--- src/rtl/mul_div_unit_if.sv ---
// Operand, HI/LO and start/busy/done bundle between the control unit and the multiply/divide unit.
// master = issuing control side; slave = the multiply/divide unit.
interface mul_div_unit_if #(
  parameter int XLEN = 32
);
  logic            start;
  logic [1:0]      op;
  logic [XLEN-1:0] rs_data;
  logic [XLEN-1:0] rt_data;
  logic            hi_we;
  logic            lo_we;
  logic [XLEN-1:0] wr_data;
  logic            busy;
  logic            done;
  logic [XLEN-1:0] hi;
  logic [XLEN-1:0] lo;

  modport master (
    output start, op, rs_data, rt_data, hi_we, lo_we, wr_data,
    input  busy, done, hi, lo
  );

  modport slave (
    input  start, op, rs_data, rt_data, hi_we, lo_we, wr_data,
    output busy, done, hi, lo
  );
endinterface

--- src/rtl/mul_div_unit.sv ---
// Iterative MULT/MULTU/DIV/DIVU owning HI/LO; 32 cycles from the start edge to HI/LO valid.
// No backpressure: start is only sampled in IDLE, and a start seen while busy is dropped.
module mul_div_unit #(
  parameter int XLEN = 32
) (
  input  logic          clk,
  input  logic          rst,
  mul_div_unit_if.slave bus
);
  localparam int CW = $clog2(XLEN + 1);

  typedef enum logic {IDLE, RUN} state_t;

  state_t            state, state_nxt;
  logic [CW-1:0]     cnt;
  logic              is_div, neg_q, neg_r, done_q;
  logic [2*XLEN-1:0] acc, acc_nxt, prod_fix;
  logic [XLEN-1:0]   opb, quo_fix, rem_fix, hi_q, lo_q;
  logic [XLEN-1:0]   mag_rs, mag_rt;
  logic [XLEN:0]     msum, rsh;
  logic              sgn, accept, last, no_borrow;

  assign accept = (state == IDLE) && bus.start;
  assign last   = (state == RUN) && (cnt == CW'(1));
  assign sgn    = ~bus.op[0];
  assign mag_rs = (sgn && bus.rs_data[XLEN-1]) ? -bus.rs_data : bus.rs_data;
  assign mag_rt = (sgn && bus.rt_data[XLEN-1]) ? -bus.rt_data : bus.rt_data;

  assign bus.busy = (state == RUN);
  assign bus.done = done_q;
  assign bus.hi   = hi_q;
  assign bus.lo   = lo_q;

  always_comb begin
    state_nxt = state;
    case (state)
      IDLE:    if (bus.start) state_nxt = RUN;
      RUN:     if (last)      state_nxt = IDLE;
      default: state_nxt = IDLE;
    endcase
  end

  // acc holds {upper,multiplier} for multiply and {remainder,quotient} for divide
  always_comb begin
    msum      = {1'b0, acc[2*XLEN-1:XLEN]} + {1'b0, opb};
    rsh       = acc[2*XLEN-1:XLEN-1];
    no_borrow = (rsh >= {1'b0, opb});
    acc_nxt   = {1'b0, acc[2*XLEN-1:1]};
    if (is_div) begin
      if (no_borrow) acc_nxt = {rsh[XLEN-1:0] - opb, acc[XLEN-2:0], 1'b1};
      else           acc_nxt = {rsh[XLEN-1:0],       acc[XLEN-2:0], 1'b0};
    end else if (acc[0]) begin
      acc_nxt = {msum, acc[XLEN-1:1]};
    end
  end

  always_comb begin
    prod_fix = neg_q ? -acc_nxt : acc_nxt;
    quo_fix  = neg_q ? -acc_nxt[XLEN-1:0] : acc_nxt[XLEN-1:0];
    rem_fix  = neg_r ? -acc_nxt[2*XLEN-1:XLEN] : acc_nxt[2*XLEN-1:XLEN];
  end

  always_ff @(posedge clk or posedge rst) begin
    if (rst) state <= IDLE;
    else     state <= state_nxt;
  end

  always_ff @(posedge clk or posedge rst) begin
    if (rst) begin
      cnt    <= '0;
      acc    <= '0;
      opb    <= '0;
      is_div <= 1'b0;
      neg_q  <= 1'b0;
      neg_r  <= 1'b0;
      done_q <= 1'b0;
      hi_q   <= '0;
      lo_q   <= '0;
    end else begin
      done_q <= last;
      if (accept) begin
        cnt    <= CW'(XLEN);
        is_div <= bus.op[1];
        neg_q  <= sgn & (bus.rs_data[XLEN-1] ^ bus.rt_data[XLEN-1]);
        neg_r  <= sgn & bus.rs_data[XLEN-1];
        if (bus.op[1]) begin
          acc <= {{XLEN{1'b0}}, mag_rs};
          opb <= mag_rt;
        end else begin
          acc <= {{XLEN{1'b0}}, mag_rt};
          opb <= mag_rs;
        end
      end else if (state == RUN) begin
        cnt <= cnt - CW'(1);
        acc <= acc_nxt;
        if (last) begin
          if (is_div) begin
            hi_q <= rem_fix;
            lo_q <= quo_fix;
          end else begin
            hi_q <= prod_fix[2*XLEN-1:XLEN];
            lo_q <= prod_fix[XLEN-1:0];
          end
        end
      end else begin
        // MTHI/MTLO only land in IDLE without a competing start
        if (bus.hi_we) hi_q <= bus.wr_data;
        if (bus.lo_we) lo_q <= bus.wr_data;
      end
    end
  end
endmodule

--- src/flat_wrapper.sv ---
// flat-port wrapper written by rule: the top's interface ports become plain ports
module mul_div_unit_flat 
#(
  parameter int XLEN = 32
)
  (clk, rst, bus_start, bus_op, bus_rs_data, bus_rt_data, bus_hi_we, bus_lo_we, bus_wr_data, bus_busy, bus_done, bus_hi, bus_lo);
  mul_div_unit_if #(.XLEN(XLEN)) bus_i ();
  input  logic clk;
  input  logic rst;
  input wire logic [$bits(bus_i.start)-1:0] bus_start;
  input wire logic [$bits(bus_i.op)-1:0] bus_op;
  input wire logic [$bits(bus_i.rs_data)-1:0] bus_rs_data;
  input wire logic [$bits(bus_i.rt_data)-1:0] bus_rt_data;
  input wire logic [$bits(bus_i.hi_we)-1:0] bus_hi_we;
  input wire logic [$bits(bus_i.lo_we)-1:0] bus_lo_we;
  input wire logic [$bits(bus_i.wr_data)-1:0] bus_wr_data;
  output wire logic [$bits(bus_i.busy)-1:0] bus_busy;
  output wire logic [$bits(bus_i.done)-1:0] bus_done;
  output wire logic [$bits(bus_i.hi)-1:0] bus_hi;
  output wire logic [$bits(bus_i.lo)-1:0] bus_lo;
  assign bus_i.start = bus_start;
  assign bus_i.op = bus_op;
  assign bus_i.rs_data = bus_rs_data;
  assign bus_i.rt_data = bus_rt_data;
  assign bus_i.hi_we = bus_hi_we;
  assign bus_i.lo_we = bus_lo_we;
  assign bus_i.wr_data = bus_wr_data;
  assign bus_busy = bus_i.busy;
  assign bus_done = bus_i.done;
  assign bus_hi = bus_i.hi;
  assign bus_lo = bus_i.lo;
  mul_div_unit #(.XLEN(XLEN)) u_core (.clk(clk), .rst(rst), .bus(bus_i));
endmodule
--- config.mk ---
export PLATFORM = sky130hd
export DESIGN_NAME = mul_div_unit_flat
export DESIGN_NICKNAME = d
export VERILOG_FILES = /design/src/rtl/mul_div_unit_if.sv /design/src/rtl/mul_div_unit.sv /design/src/flat_wrapper.sv
export SDC_FILE = /design/constraint.sdc
export NUM_CORES = 1
export LEC_CHECK = 0
export CAP_MARGIN = 20
export CORE_MARGIN = 2
export CORE_UTILIZATION = 61
export CTS_CLUSTER_SIZE = 12
export DETAILED_ROUTE_END_ITERATION = 8
export GPL_TIMING_DRIVEN = 1
export PLACE_DENSITY_LB_ADDON = 0.12
export SETUP_SLACK_MARGIN = 0.05
export SYNTH_ARGS = -nofsm -noshare
export SYNTH_HDL_FRONTEND = slang
export SYNTH_SLANG_ARGS = --single-unit
--- constraint.sdc ---
create_clock -name clk -period 17.9 [get_ports clk]
set_clock_uncertainty 0.15 [all_clocks]
set_input_delay 3.58 -clock clk [delete_from_list [all_inputs] [get_ports clk]]
set_output_delay 3.58 -clock clk [all_outputs]
set_load 0.05 [all_outputs]
# Word level (Yosys, flattened, before mapping)
# Index checks and enable logic that the tools add are counted.
# totals
register_bits	171
in_bits	103
# classes
n_lt_le_gt_ge	1
n_eq_ne	2
add_sub_neg	8
n_mux	25
n_bitwise	6
reduce_logical	9
# ops
op	count
$mux W32	14
$mux W64	6
$neg A32 Y32	4
$neg A64 Y64	1
$add A32 B32 Y33	1
$ge A33 B32 Y1	1
$sub A32 B32 Y32	1
$mux W6	2
$eq A6 B1 Y1 const B	1
$reduce_and A3 Y1	2
$reduce_bool A2 Y1	3
$sub A6 B1 Y6 const B	1
$logic_and A1 B1 Y1	4
$not A1 Y1	3
$and A1 B1 Y1	2
$mux W1	2
$ne A2 B2 Y1 const B	1
$pmux W1 S2	1
$xor A1 B1 Y1	1

# Logic depth before layout (Yosys ltp)
# logic_depth
word_depth	8
ltp_mapped	23
ltp_nobuf	20

# Worst setup path before layout
# Ideal clock, no wire load.
# synth_path
path_kind	input-to-reg
from	input bus_rt_data[4]
to	register u_core.acc[29]
required_ps	17613
path_stages	11
arrival_time_ps	6053
path_buffers	0
slack_ps	11560
setup_ps	137
path_cell_list	or3_1 -> or3_1 -> nor3b_1 -> nand2_1 -> nor3_1 -> nand2_1 -> o31ai_1 -> xor2_1 -> o21ai_0 -> a211oi_1 -> a21oi_1
# synth_between
elab_chain_cells	4
# synth_rtl
element	line	rtl
from (decl)	flat_wrapper.sv:13	input wire logic [$bits(bus_i.rt_data)-1:0] bus_rt_data;
$neg A32 Y32	mul_div_unit.sv:27	assign mag_rt = (sgn && bus.rt_data[XLEN-1]) ? -bus.rt_data : bus.rt_data;
$mux W32	mul_div_unit.sv:27	
$mux W32	mul_div_unit.sv:86	if (bus.op[1]) begin
$mux W64	mul_div_unit.sv:81	if (accept) begin
to (signal assigned)	mul_div_unit.sv:87	acc <= {{XLEN{1'b0}}, mag_rs};
to (signal assigned)	mul_div_unit.sv:90	acc <= {{XLEN{1'b0}}, mag_rt};
to (signal assigned)	mul_div_unit.sv:95	acc <= acc_nxt;
to (decl)	mul_div_unit.sv:17	logic [2*XLEN-1:0] acc, acc_nxt, prod_fix;
# No other way between the ends.
# A chain may end at the register's enable or synchronous reset.

# Worst setup path after layout
# layout_path
from	input bus_rt_data[4]
to	register u_core.acc[28]
# Same word-level chain as after synthesis.

==> flow_summary.ini <==
[worst_setup_path]
cp_data_required_time_ns = 18.03
crit_family = simple AND/OR/NAND/NOR gates
cp.depth = 12
worst_r2r_path_depth = 20
critPathKind = input pin to flip-flop
cp_max_fo = 6
startpoint_type = input pin
slowest_delay_ns = 0.88
cp-end-kind = flip-flop
worst_path_max_delay_cell = nor3b_1
cp_data_arrival_time_ns = 7.24
crit_end = u_core.acc[28]
path_buf_inv = 1
crit_start = bus_rt_data[4]
crit_chain = clkdlybuf4s50_1 > or3_1 > nor3b_1 > nand2_1 > nor3_1 > nor3b_1 > nand2_1 > o21ai_0 > xor2_1 > o21ai_0 > a211oi_1 > a21oi_1
ff2ff_setup_slack_ns = 11.08
reg2reg_to = u_core.bus.hi[16]
r2r-start = u_core.opb[18]

[final_layout]
seq_area_sq_um = 4290
fin_area_sq_um = 19100
final_cell_mix = nand2_1 (265), o21ai_0 (212), a21oi_1 (206)
multi_input_area_sq_um = 11600
nets = 2456
drive_above_1_share_pct = 5.45
fillers = 2281
final_common_cell = nand2_1
synthToLayoutAreaGrowth_pct = 14.1
diodes = 0
fin_util_pct = 70.7

[sta]
fin_tns_setup_ns = 0
worst_pin_slew_ns = 1.06
relSlewSlack_pct = 28.6
hold_slack_ns = 0.326
setup_viol = 0
maxSlewViolCount = 0
rsz0062_at_grt = no
timing_hold_violations_final = 0
min_period_over_period_pct = 39.7
post-route-min-period_ns = 7.11
max_freq_mhz = 141

[synthesis]
synth_top_area_cell = dfrtp_1
ys_ff_latch = 171
syn-instance-count = 2199
yosysTopAreaCellShare_pct = 25.6
async_flop_share_pct = 100
synth_warnings = 0
synthesis.nets = 2374
synth_area_leaders = dfrtp_1 (26%), o21ai_0 (6.4%), a21oi_1 (6.2%)
avgSynthCellArea_sq_um = 7.60
synth_edf_count = 0
ys_types = 100
ys.flop_type = dfrtp_1
ys_seq_area_share_pct = 25.6
syn_area_sq_um = 16700

[floorplan]
num_rows = 60
dieArea_sq_um = 28700
io_pins = 169
die_height_microns = 169
start_util_pct = 62.0
core_sq_um = 27000
die_w_microns = 169

[routing]
route.detailed.drc = 0
routedWlPerCell_microns = 23.8
dr_total_vias = 18110
viasPerCell = 6.87
wirelength_mm = 62.6
postRouteAntennaNets = 0
drtIter0Drc = 2433
drt_pass1_iterations = 6

[global_routing]
grt_overflow_total = 0
grt_pass1_wl_mm = 95.6
grt_pass1_vias = 16823
grt_usage_pct = 43.4
antenna_found_initial = 1
grt_max_degree = 106

[run]
cap_violations = 0

[clock_network]
root_buffer = clkbuf_16
cts_resized = 0
clkLatencyLatePin_ns = 0.45
path_clk_slew_ns = 0.07
cts_hold_buffers = 0
cts_tree = built
clockBufferDepth = 2
post_cts.repair.setup_buffers = 0
cts_made_buffers = 17
clock-sinks = 171
htreeDepth = 4

[worst_hold_path]
hp-class = flip-flop to flip-flop

[placement]
gp_congestion = 1.06
hpwl_mm = 48.0
placed_cell_area_sq_um = 18500
io_buffers = 168

[outcome]
status = finished, final reports clean
[sequential cells by signal (all words and copies together), names as in the netlist]
register         count
u_core.bus.lo       32
u_core.bus.busy      1
u_core.bus.hi       32
u_core.is_div        1
u_core.opb          32
u_core.neg_r         1
u_core.cnt           6
u_core.neg_q         1
u_core.bus.done      1
u_core.acc          64
[cell type report]
| cell class | count | share of cell area, % |
|---|---|---|
| Clock inverter | 11 | 0.597 |
| Clock buffer | 21 | 2.42 |
| Inverter | 81 | 1.62 |
| Sequential cell | 171 | 22.5 |
| Tap cell | 341 | 2.24 |
| Timing Repair Buffer | 197 | 10.0 |
| Multi-Input combinational cell | 1813 | 60.6 |
[worst min path at each step]
stage	start	endpoint	slack (ns)	depth (start not counted)
floorplan	u_core.cnt[5]	u_core.cnt[5]	0.29	1
global placement	u_core.bus.hi[9]	u_core.bus.hi[9]	0.31	1
detailed placement	u_core.cnt[5]	u_core.cnt[5]	0.31	1
CTS	u_core.cnt[5]	u_core.cnt[5]	0.33	1
global route	u_core.cnt[5]	u_core.cnt[5]	0.34	1
finish	u_core.cnt[5]	u_core.cnt[5]	0.33	1
[Yosys cell counts (6+ instances only)]
cell	instances
nor3b_1	9
or2_2	8
nand3_1	39
or4_1	17
or3_1	30
o21a_1	13
a311oi_1	9
inv_1	78
nor2b_1	37
a31o_2	10
nor4_1	20
a41oi_1	6
o22ai_1	16
nand2_1	266
nor2_1	166
clkbuf_1	92
buf_1	19
o21ai_0	212
nor3_1	58
a21o_1	37
ha_1	70
o211ai_1	17
a21oi_1	207
nand4_1	22
o31ai_1	46
and2_1	10
xnor2_1	76
buf_2	14
a21boi_0	9
xor2_1	65
mux2i_1	75
o21bai_1	7
and3_1	24
a31oi_1	28
dfrtp_1	171
a211oi_1	69
nand2b_1	22
mux2_2	8
[per-layer routing]
metal	track usage (%)	share of wire, %	wire length [microns]	vias to the layer above
met1	56.6	39	24200	8535
met5	0	0.018	11	-
li1	-	-	-	8234
met4	24.0	6.3	3980	2
met3	11.1	12	7220	219
met2	65.7	43	27200	1120
[worst reg2reg max path, cell delays in order, from the launching register on]
cell	delay, ns
dfrtp_1	0.44
inv_1	0.07
ha_1	0.40
a21oi_1	0.30
o21ai_0	0.19
a221oi_1	0.33
nand3_1	0.61
nor2_1	0.53
nand2_1	0.14
o21ai_0	0.14
ha_1	0.22
o21ai_1	0.18
nor3_1	0.26
nand4_1	0.37
or4_1	0.65
nand2_1	0.29
or4b_4	0.56
o41ai_2	0.38
xnor2_1	0.23
a21oi_1	0.13
o21ai_1	0.18
[through the flow]
| stage | setup WS (ns) | instances |
|---|---|---|
| after detailed placement | 10.44 | 2602 |
| after global routing | 10.44 | 2635 |
| after floorplan | 9.54 | 2199 |
| after global placement | 10.59 | 2602 |
| after CTS | 10.90 | 2634 |
| final | 10.79 | 2635 |
[logic make-up (layout without fill, tap and decap cells)]
kind of cell | count (synthesis) | in the layout | share of synthesized area [%]
adders and majority gates | 72 | 72 | 5.48
muxes | 84 | 84 | 5.10
buffers and inverters | 215 | 310 | 5.24
and+or+nand+nor | 759 | 759 | 22.1
AOI/OAI and AO/OA | 757 | 757 | 29.1
xor gates and xnor gates | 141 | 141 | 7.39
DFF | 171 | 171 | 25.6
Power is not shown: default switching activity piles up to over one toggle a cycle in this logic, so the estimate is an artifact.
